`src/rtl/alu_unit.sv`:
```
// alu_unit: 8-bit combinational ALU with optional registered status flags.
//
// Ports:
//   Clk       in   rising-edge clock for the flag registers only
//   Reset     in   asynchronous active-high reset of the flags
//   InputA    in   [7:0] operand A (unsigned)
//   InputB    in   [7:0] operand B (unsigned), also the shift amount
//   OP        in   [2:0] operation select
//   LSFT      in   shift direction for OP=111 (1 = left, 0 = right)
//   Branches  in   [1:0] compare sub-op for OP=110
//   Out       out  [7:0] combinational result, independent of Clk/Reset
//   Equal     out  registered InputA==InputB
//   Even      out  registered Out[0]==0
//   Zero      out  registered Out==0
//
// Build option: define ALU_FLAGS_EN to implement the flag registers.
// When it is undefined, the flag ports remain but are tied low.
module alu_unit (
  input  logic       Clk,
  input  logic       Reset,
  input  logic [7:0] InputA,
  input  logic [7:0] InputB,
  input  logic [2:0] OP,
  input  logic       LSFT,
  input  logic [1:0] Branches,
  output logic [7:0] Out,
  output logic       Equal,
  output logic       Even,
  output logic       Zero
);

  typedef enum logic [2:0] {
    OP_ADD   = 3'b000,
    OP_ADDI  = 3'b001,
    OP_AND   = 3'b010,
    OP_XOR   = 3'b011,
    OP_RSV4  = 3'b100,
    OP_RSV5  = 3'b101,
    OP_CMP   = 3'b110,
    OP_SHIFT = 3'b111
  } op_e;

  typedef enum logic [1:0] {
    BR_LT     = 2'b00,
    BR_NE     = 2'b01,
    BR_EQ     = 2'b10,
    BR_ALWAYS = 2'b11
  } br_e;

  // Reserved and unknown opcodes fall through to the zero default.
  always_comb begin
    Out = '0;
    case (OP)
      OP_ADD, OP_ADDI: Out = InputA + InputB;
      OP_AND:          Out = InputA & InputB;
      OP_XOR:          Out = InputA ^ InputB;
      OP_CMP: begin
        case (Branches)
          BR_LT:     Out = {7'b0, (InputA < InputB)};
          BR_NE:     Out = {7'b0, (InputA != InputB)};
          BR_EQ:     Out = {7'b0, (InputA == InputB)};
          BR_ALWAYS: Out = 8'd1;
          default:   Out = '0;
        endcase
      end
      OP_SHIFT: begin
        // Full 8-bit shift amount: anything >= 8 clears the result.
        if (InputB >= 8'd8)
          Out = '0;
        else if (LSFT)
          Out = InputA << InputB[2:0];
        else
          Out = InputA >> InputB[2:0];
      end
      default: Out = '0;
    endcase
  end

`ifdef ALU_FLAGS_EN
  always_ff @(posedge Clk or posedge Reset) begin
    if (Reset) begin
      Equal <= 1'b0;
      Even  <= 1'b0;
      Zero  <= 1'b0;
    end else begin
      Equal <= (InputA == InputB);
      Even  <= ~Out[0];
      Zero  <= (Out == '0);
    end
  end
`else
  assign Equal = 1'b0;
  assign Even  = 1'b0;
  assign Zero  = 1'b0;

  // Clock and reset only feed the flag registers, absent in this build.
  logic unused_clk_rst;
  assign unused_clk_rst = ^{Clk, Reset};
`endif

endmodule

```
`config.mk`:
```
export PLATFORM = sky130hd
export DESIGN_NAME = alu_unit
export DESIGN_NICKNAME = d
export VERILOG_FILES = /design/src/rtl/alu_unit.sv
export SDC_FILE = /design/constraint.sdc
export NUM_CORES = 1
export LEC_CHECK = 0
export ABC_AREA = 1
export ABC_CLOCK_PERIOD_IN_PS = 2200
export CAP_MARGIN = 0
export CORE_ASPECT_RATIO = 1.4
export CORE_MARGIN = 2
export CORE_UTILIZATION = 45
export DETAILED_ROUTE_END_ITERATION = 12
export MAX_ROUTING_LAYER = met4
export PLACE_DENSITY = 0.7
export SLEW_MARGIN = 5
export SYNTH_ARGS = -nofsm -noshare
export SYNTH_HDL_FRONTEND = slang
export SYNTH_SLANG_ARGS = --single-unit
```
`constraint.sdc`:
```
create_clock -name vclk -period 2.2
set_input_delay 0.44 -clock vclk [all_inputs]
set_output_delay 0.44 -clock vclk [all_outputs]
set_load 0.03 [all_outputs]
```
* Word level (Yosys, flattened, before mapping) *
Cells that the tools add are included.

word-level totals
  output and inout bits = 11
  input port bits = 24
  word-level logic and storage cells = 24
  bits in registers = 0

cells by class
  bitwise gates (word level) = 2
  shift operators = 2
  multiplexer cells = 4
  eq/ne operators = 10
  $add $sub $neg = 1
  reductions and logical operators = 3
  magnitude comparators = 2

operators by type and width
  cell                number
  $pmux 8 s5          1
  $pmux 8 s4          1
  $mux 8              2
  $add 8x8->8         1
  $and 8x8->8         1
  $eq 8x8->1          1
  $ge 8x4->1 const B  1
  $lt 8x8->1          1
  $ne 8x8->1          1
  $shl 8x3->8         1
  $shr 8x3->8         1
  $xor 8x8->8         1
  $eq 3x2->1 const B  2
  $eq 3x3->1 const B  2
  $eq 2x2->1 const B  2
  $eq 3x1->1 const B  1
  $logic_not 3->1     1
  $eq 2x1->1 const B  1
  $logic_not 2->1     1
  $reduce_or 2->1     1

* Logic depth before layout (Yosys ltp) *
Gate-level depths: netlist of run 1.

  word-level depth = 4
  mapped depth = 13
  mapped depth without buffers = 12

* Worst setup path after synthesis of run 1 *
OpenSTA, ideal clock, no wires.

  path kind = input port to output port
  start = in InputB[2]
  end = out Out[7]
  required time = 1.760 ns
  path buffers = 1
  arrival time = 1.763 ns
  cell stages on the path = 12
  path slack = -0.003 ns
  cell sequence = buf_2 > inv_2 > ha_1 > inv_2 > nand2_1 > nand2_1 > inv_1 > nand2_1 > nand3_1 > nand3_1 > nand3_1 > nand2_1

on the way
  word-level cells in the longest chain between the ends = 4
  elaborated cells between the ends (all ways) = 7
  classes of those cells = add/sub (1); order compare (1); shift (2); mux (3)

ends and longest elaborated chain
  element                                             RTL line  RTL
  start, declared                                     22        input logic [7:0] InputB,
  branches (longest 3 deep; another with $ge 8x4->1)  -
  $pmux 8 s5 (*)                                      53        case (OP)
  end, declared                                       26        output logic [7:0] Out,

Every way passes the cells marked *.

* Final worst setup path of run 1 *
  start = in InputA[0]
  end = out Out[0]

on the way
  word-level cells in the longest chain between the ends = 4
  elaborated cells between the ends (all ways) = 12
  classes of those cells = add/sub (1); order compare (1); eq/ne (2); shift (2); mux (4); bitwise (2)

ends and longest elaborated chain
  element                                             RTL line  RTL
  start, declared                                     21        input logic [7:0] InputA,
  branches (longest 3 deep; another with $lt 8x8->1)  -
  $pmux 8 s5 (*)                                      53

Every way passes the cells marked *. The select of a mux whose other input is x is not followed.

==> impl_metrics.ini, run 1 <==
[logic_synthesis]
ys_top_cells_by_count = nand2_1 (77), nand3_1 (42), inv_1 (37)
synth_area_sq_um = 1380
yosysSeqAreaShare_pct = 0
yosysMostFrequentCell = nand2_1
synth_top_area_share_pct = 20.94
yosysTopAreaCell = nand2_1
synthTopCellsByArea = nand2_1 (21%), ha_1 (15%), nand3_1 (15%)
synth_cells = 269
yosysWarnings = 0
netlist-cell-type-count = 29
postSynthAreaPerCell_sq_um = 5.130

[global_route]
grt_pass1_vias = 2092
grt_pass1_wl_mm = 9.453
grt_max_degree = 17
antenna_found_initial = 0
grtUsageTotal_pct = 35.23
overflow = 0

[final_layout]
finalNetCount = 395
area_delta_synth_final_pct = 72.17
insertedDiodeCount = 0
seq_cells = 0
drive_gt1_share_pct = 44.73
regArea_sq_um = 0
n_fill_cell = 208
nClkBuffers = 0

[power_and_ir_drop]
powerDensity_nw_per_um2 = 245.9
p_leak_nw = 1.264
peakVddDrop_mv = 0.1914

[detailed_routing]
ant_nets = 0
routedWlPerCell_microns = 16.10
route.detailed.drc = 0
drtIter0Drc = 100
via_count = 2160
dr.pass1.iters = 4
vias_per_cell = 5.567
totalWireLength_mm = 6.246

[timing]
hold_violations = 0
final.setup.worst_slack_ns = -0.003063
rsz0062_at_grt = yes
timing.hold.ws_ns = 1.492
setup_viol = 1
fin_crit_sh_pct = 100.1
maxSlewViolCount = 0
clock.fmax_mhz = 453.9
timing.final.crit_period_ns = 2.203

[setup_path]
crit_chain = buf_6 > buf_4 > inv_1 > ha_4 > inv_2 > buf_4 > nand3_1 > o21ai_1 > a21oi_1 > nand2_1 > buf_6
crit_fanout = 2
crit_family = buffers and inverters
end_kind = primary output
crit_arrival_ns = 1.76
max_stage_delay_ns = 0.27
path_class = primary input to primary output
cp.required_ns = 1.76
start_kind = primary input
path_buf_inv = 6
slowest_stage = ha_4

[die]
start_util_pct = 47.48
chipWidth_microns = 50.81
ios = 35
dieHeight_microns = 69.53
fp.coreArea_sq_um = 2907
die_area_sq_um = 3532
rows = 23

[outcome]
outcome = complete, but fails checks
violations = setup timing

[min_path]
hold_depth = 7
holdCritStartpoint = LSFT
hold_path_end = Out[2]
min_path_type = primary input to primary output

[place]
io_buffers = 30
gp_congestion = 0.9682
dp_hpwl_mm = 4.271
place_ws_ns = -0.4860

[cts]
hold_buffers = 0

[run]
max_cap_viol_count = 0
cell usage in the layout, fill, tap and decap left out, drive strengths merged:
cell | synthesis | layout
a21o | 1 | 1
a21oi | 15 | 15
a22oi | 2 | 2
a31oi | 2 | 2
and2 | 1 | 1
buf | 8 | 76
clkbuf | 1 | 7
clkdlybuf4s50 | 0 | 2
conb | 1 | 3
dlygate4sd2 | 0 | 3
dlymetal6s2s | 0 | 1
fa | 1 | 1
ha | 17 | 17
inv | 46 | 46
nand2 | 84 | 84
nand3 | 43 | 43
nand3b | 1 | 1
nand4 | 6 | 6
nor2 | 21 | 21
nor3 | 2 | 2
o211ai | 1 | 1
o21ai | 12 | 12
o22ai | 3 | 3
o311a | 1 | 1
worst max-delay path by stage:
stage                    from      to  slack (ns)  depth (start not counted)
CTS                 InputB[0]  Out[1]       -0.02                          7
finish              InputA[0]  Out[0]      -0.003                         11
detailed placement  InputA[0]  Out[4]       -0.49                         11
global route        InputA[0]  Out[0]       -0.09                         11
global placement    InputB[4]  Out[5]       -0.50                         10
floorplan           InputB[2]  Out[0]        0.04                         11
cell families after synthesis:
logic type	count (synthesis)	synth area share, %
buffers and inverters	55	17.13
AND/OR/NAND/NOR	158	50.23
AO/OA/AOI/OAI	37	15.50
other	1	0.2717
adder cells (fa/ha/maj)	18	16.86
routing by layer:
metal  GRT usage [%]  vias up  wire length [microns]
li1                -     1036                      -
met1           35.33      989                   2233
met2           66.08      102                   3309
met3           1.724       33                    299
met4           18.32        0                    403
met5               -        -                      0
report_power, final:
| group | internal [mW] | switching (mW) | total, mW |
|---|---|---|---|
| sequential | 0 | 0 | 0 |
| combinational | 0.257 | 0.327 | 0.584 |
| clock | 0 | 0 | 0 |
| total | 0.257 | 0.327 | 0.584 |
cell type report:
class	instances	area (sq um)	share of cell area, %
Multi-Input combinational cell	216	1419	59.72
Timing Repair Buffer	89	723.2	30.44
Inverter	46	187.7	7.899
Tap cell	37	46.29	1.948
through the flow:
stage                      TNS [ns]  instance area [sq um]  cells  total power, mW  util [%]
after floorplan                   0                   1390    271           0.2514         -
after global placement       -3.459                   2048    380           0.4582     70.47
after detailed placement     -3.573                   2048    380           0.4615     70.47
after CTS                  -0.03523                   2290    382           0.5227     78.78
after global routing        -0.1286                   2376    388           0.6244     81.75
final                     -0.003063                   2376    388           0.5843     81.75
what timing repair did:
| item | in CTS | in global routing |
|---|---|---|
| gates cloned | 0 | 0 |
| pin swaps | 21 | 26 |
| resized for setup | 104 | 48 |
| endpoints found under the setup margin | 8 | 8 |
| setup buffers | 2 | 6 |
| hold endpoints to repair | 0 | 0 |
(Power assumes the default switching activity.)
==> run 2: changes to the inputs <==
--- a/config.mk
+++ b/config.mk
@@ -12,8 +12,10 @@
 export CORE_MARGIN = 2
 export CORE_UTILIZATION = 45
 export DETAILED_ROUTE_END_ITERATION = 12
+export GPL_ROUTABILITY_DRIVEN = 0
 export MAX_ROUTING_LAYER = met4
 export PLACE_DENSITY = 0.7
+export REMOVE_ABC_BUFFERS = 1
 export SLEW_MARGIN = 5
 export SYNTH_ARGS = -nofsm -noshare
 export SYNTH_HDL_FRONTEND = slang
==> impl_metrics.ini, run 2 (synthesis gave the netlist of run 1 again) <==
[detailed_routing]
dr.pass1.iters = 4
routedWlPerCell_microns = 15.52
vias_per_cell = 5.600
top_layer = met4
wl_met2_mm = 3.121
route.detailed.drc = 0
totalWireLength_mm = 6.051
met3_length_microns = 252
wl_met1_mm = 2.409
drtIter0Drc = 94
ant_nets = 0
via_count = 2184

[final_layout]
nClkBuffers = 0
multi_input_area_sq_um = 1449
drive_gt1_share_pct = 46.46
layout_common_cells = nand2_1 (71), buf_4 (55), nand3_1 (32)
seq_cells = 0
regArea_sq_um = 0
area_delta_synth_final_pct = 75.43
insertedDiodeCount = 0
layout_commonest_cell = nand2_1
n_fill_cell = 209
finalNetCount = 397

[die]
start_util_pct = 47.48
chipWidth_microns = 50.81
ios = 35
rows = 23
dieHeight_microns = 69.53
die_area_sq_um = 3532
fp.coreArea_sq_um = 2907

[global_route]
grt_pass1_vias = 1965
grt_pass1_wl_mm = 8.652
grt_max_degree = 17
overflow = 0
antenna_found_initial = 0
grtUsageTotal_pct = 31.60

[timing]
timing.final.crit_period_ns = 2.216
final.setup.worst_slack_ns = -0.01614
fin_crit_sh_pct = 100.7
fin_setup_tns_ns = -0.02309
maxSlewViolCount = 0
hold_violations = 0
setup_viol = 2
rsz0062_at_grt = yes
clock.fmax_mhz = 451.2

[setup_path]
start_kind = primary input
end_kind = primary output
path_class = primary input to primary output
cp.required_ns = 1.76
startpoint = InputA[3]
crit_fanout = 3
crit_arrival_ns = 1.78

[power_and_ir_drop]
p_leak_nw = 1.276
p_total_mw = 0.5948
peakVddDrop_mv = 0.2236
powerDensity_nw_per_um2 = 245.7

[run]
max_cap_viol_count = 0

[place]
io_buffers = 30
dp_hpwl_mm = 4.146

[outcome]
outcome = complete, but fails checks
violations = setup timing

[min_path]
holdCritStartpoint = InputB[2]
hold_path_end = Out[2]
min_path_type = primary input to primary output
hold_depth = 7

[cts]
hold_buffers = 0
## run 2: cell type report
cell class	instances	area share [%]
repair buffers	91	30.39
well taps	37	1.912
inverters	46	7.855
multi-input cells	216	59.85
## run 2: worst max-delay path: stages
cell and delay [ns]:
buf_2 0.12, ha_4 0.26, buf_6 0.13, nor2_4 0.10
nand4_1 0.15, nand3_1 0.13, nand2_1 0.10, nand3_2 0.10
nand3_2 0.09, buf_6 0.15
## run 2: timing repair
action                                  CTS  global route
pin swaps                                17            30
resized for setup                       108            53
setup buffers                             2             3
endpoints found under the setup margin    8             8
## run 2: power breakdown
part / switching [mW] / internal (mW) / leakage, nW
registers: 0 / 0 / 0
clock network: 0 / 0 / 0
logic: 0.328 / 0.267 / 1.28
total: 0.328 / 0.267 / 1.28
## run 2: worst max-delay path by stage
stage	slack [ns]	cells past startpoint	to
floorplan	0.12	5	Out[1]
global placement	-0.54	14	Out[0]
detailed placement	-0.57	14	Out[0]
CTS	-0.03	7	Out[1]
global route	-0.09	11	Out[5]
finish	-0.02	10	Out[5]
## run 2: metal layers
| metal | vias to the layer above | global-route usage, % |
|---|---|---|
| li1 | 1050 | - |
| met1 | 1011 | 37.99 |
| met2 | 92 | 55.99 |
| met3 | 31 | 1.509 |
| met4 | 0 | 8.709 |
| met5 | - | - |
## run 2: metrics by stage
step / worst slack (ns) / hold slack (ns) / cell area, sq um / util (%) / cells
after floorplan: 0.1167 / 1.162 / 1324 / - / 262
after global placement: -0.5403 / 1.800 / 2078 / 71.50 / 386
after detailed placement: -0.5651 / 1.797 / 2078 / 71.50 / 386
after CTS: -0.03373 / 1.506 / 2286 / 78.65 / 388
after global routing: -0.08797 / 1.557 / 2421 / 83.30 / 390
final: -0.01614 / 1.530 / 2421 / 83.30 / 390
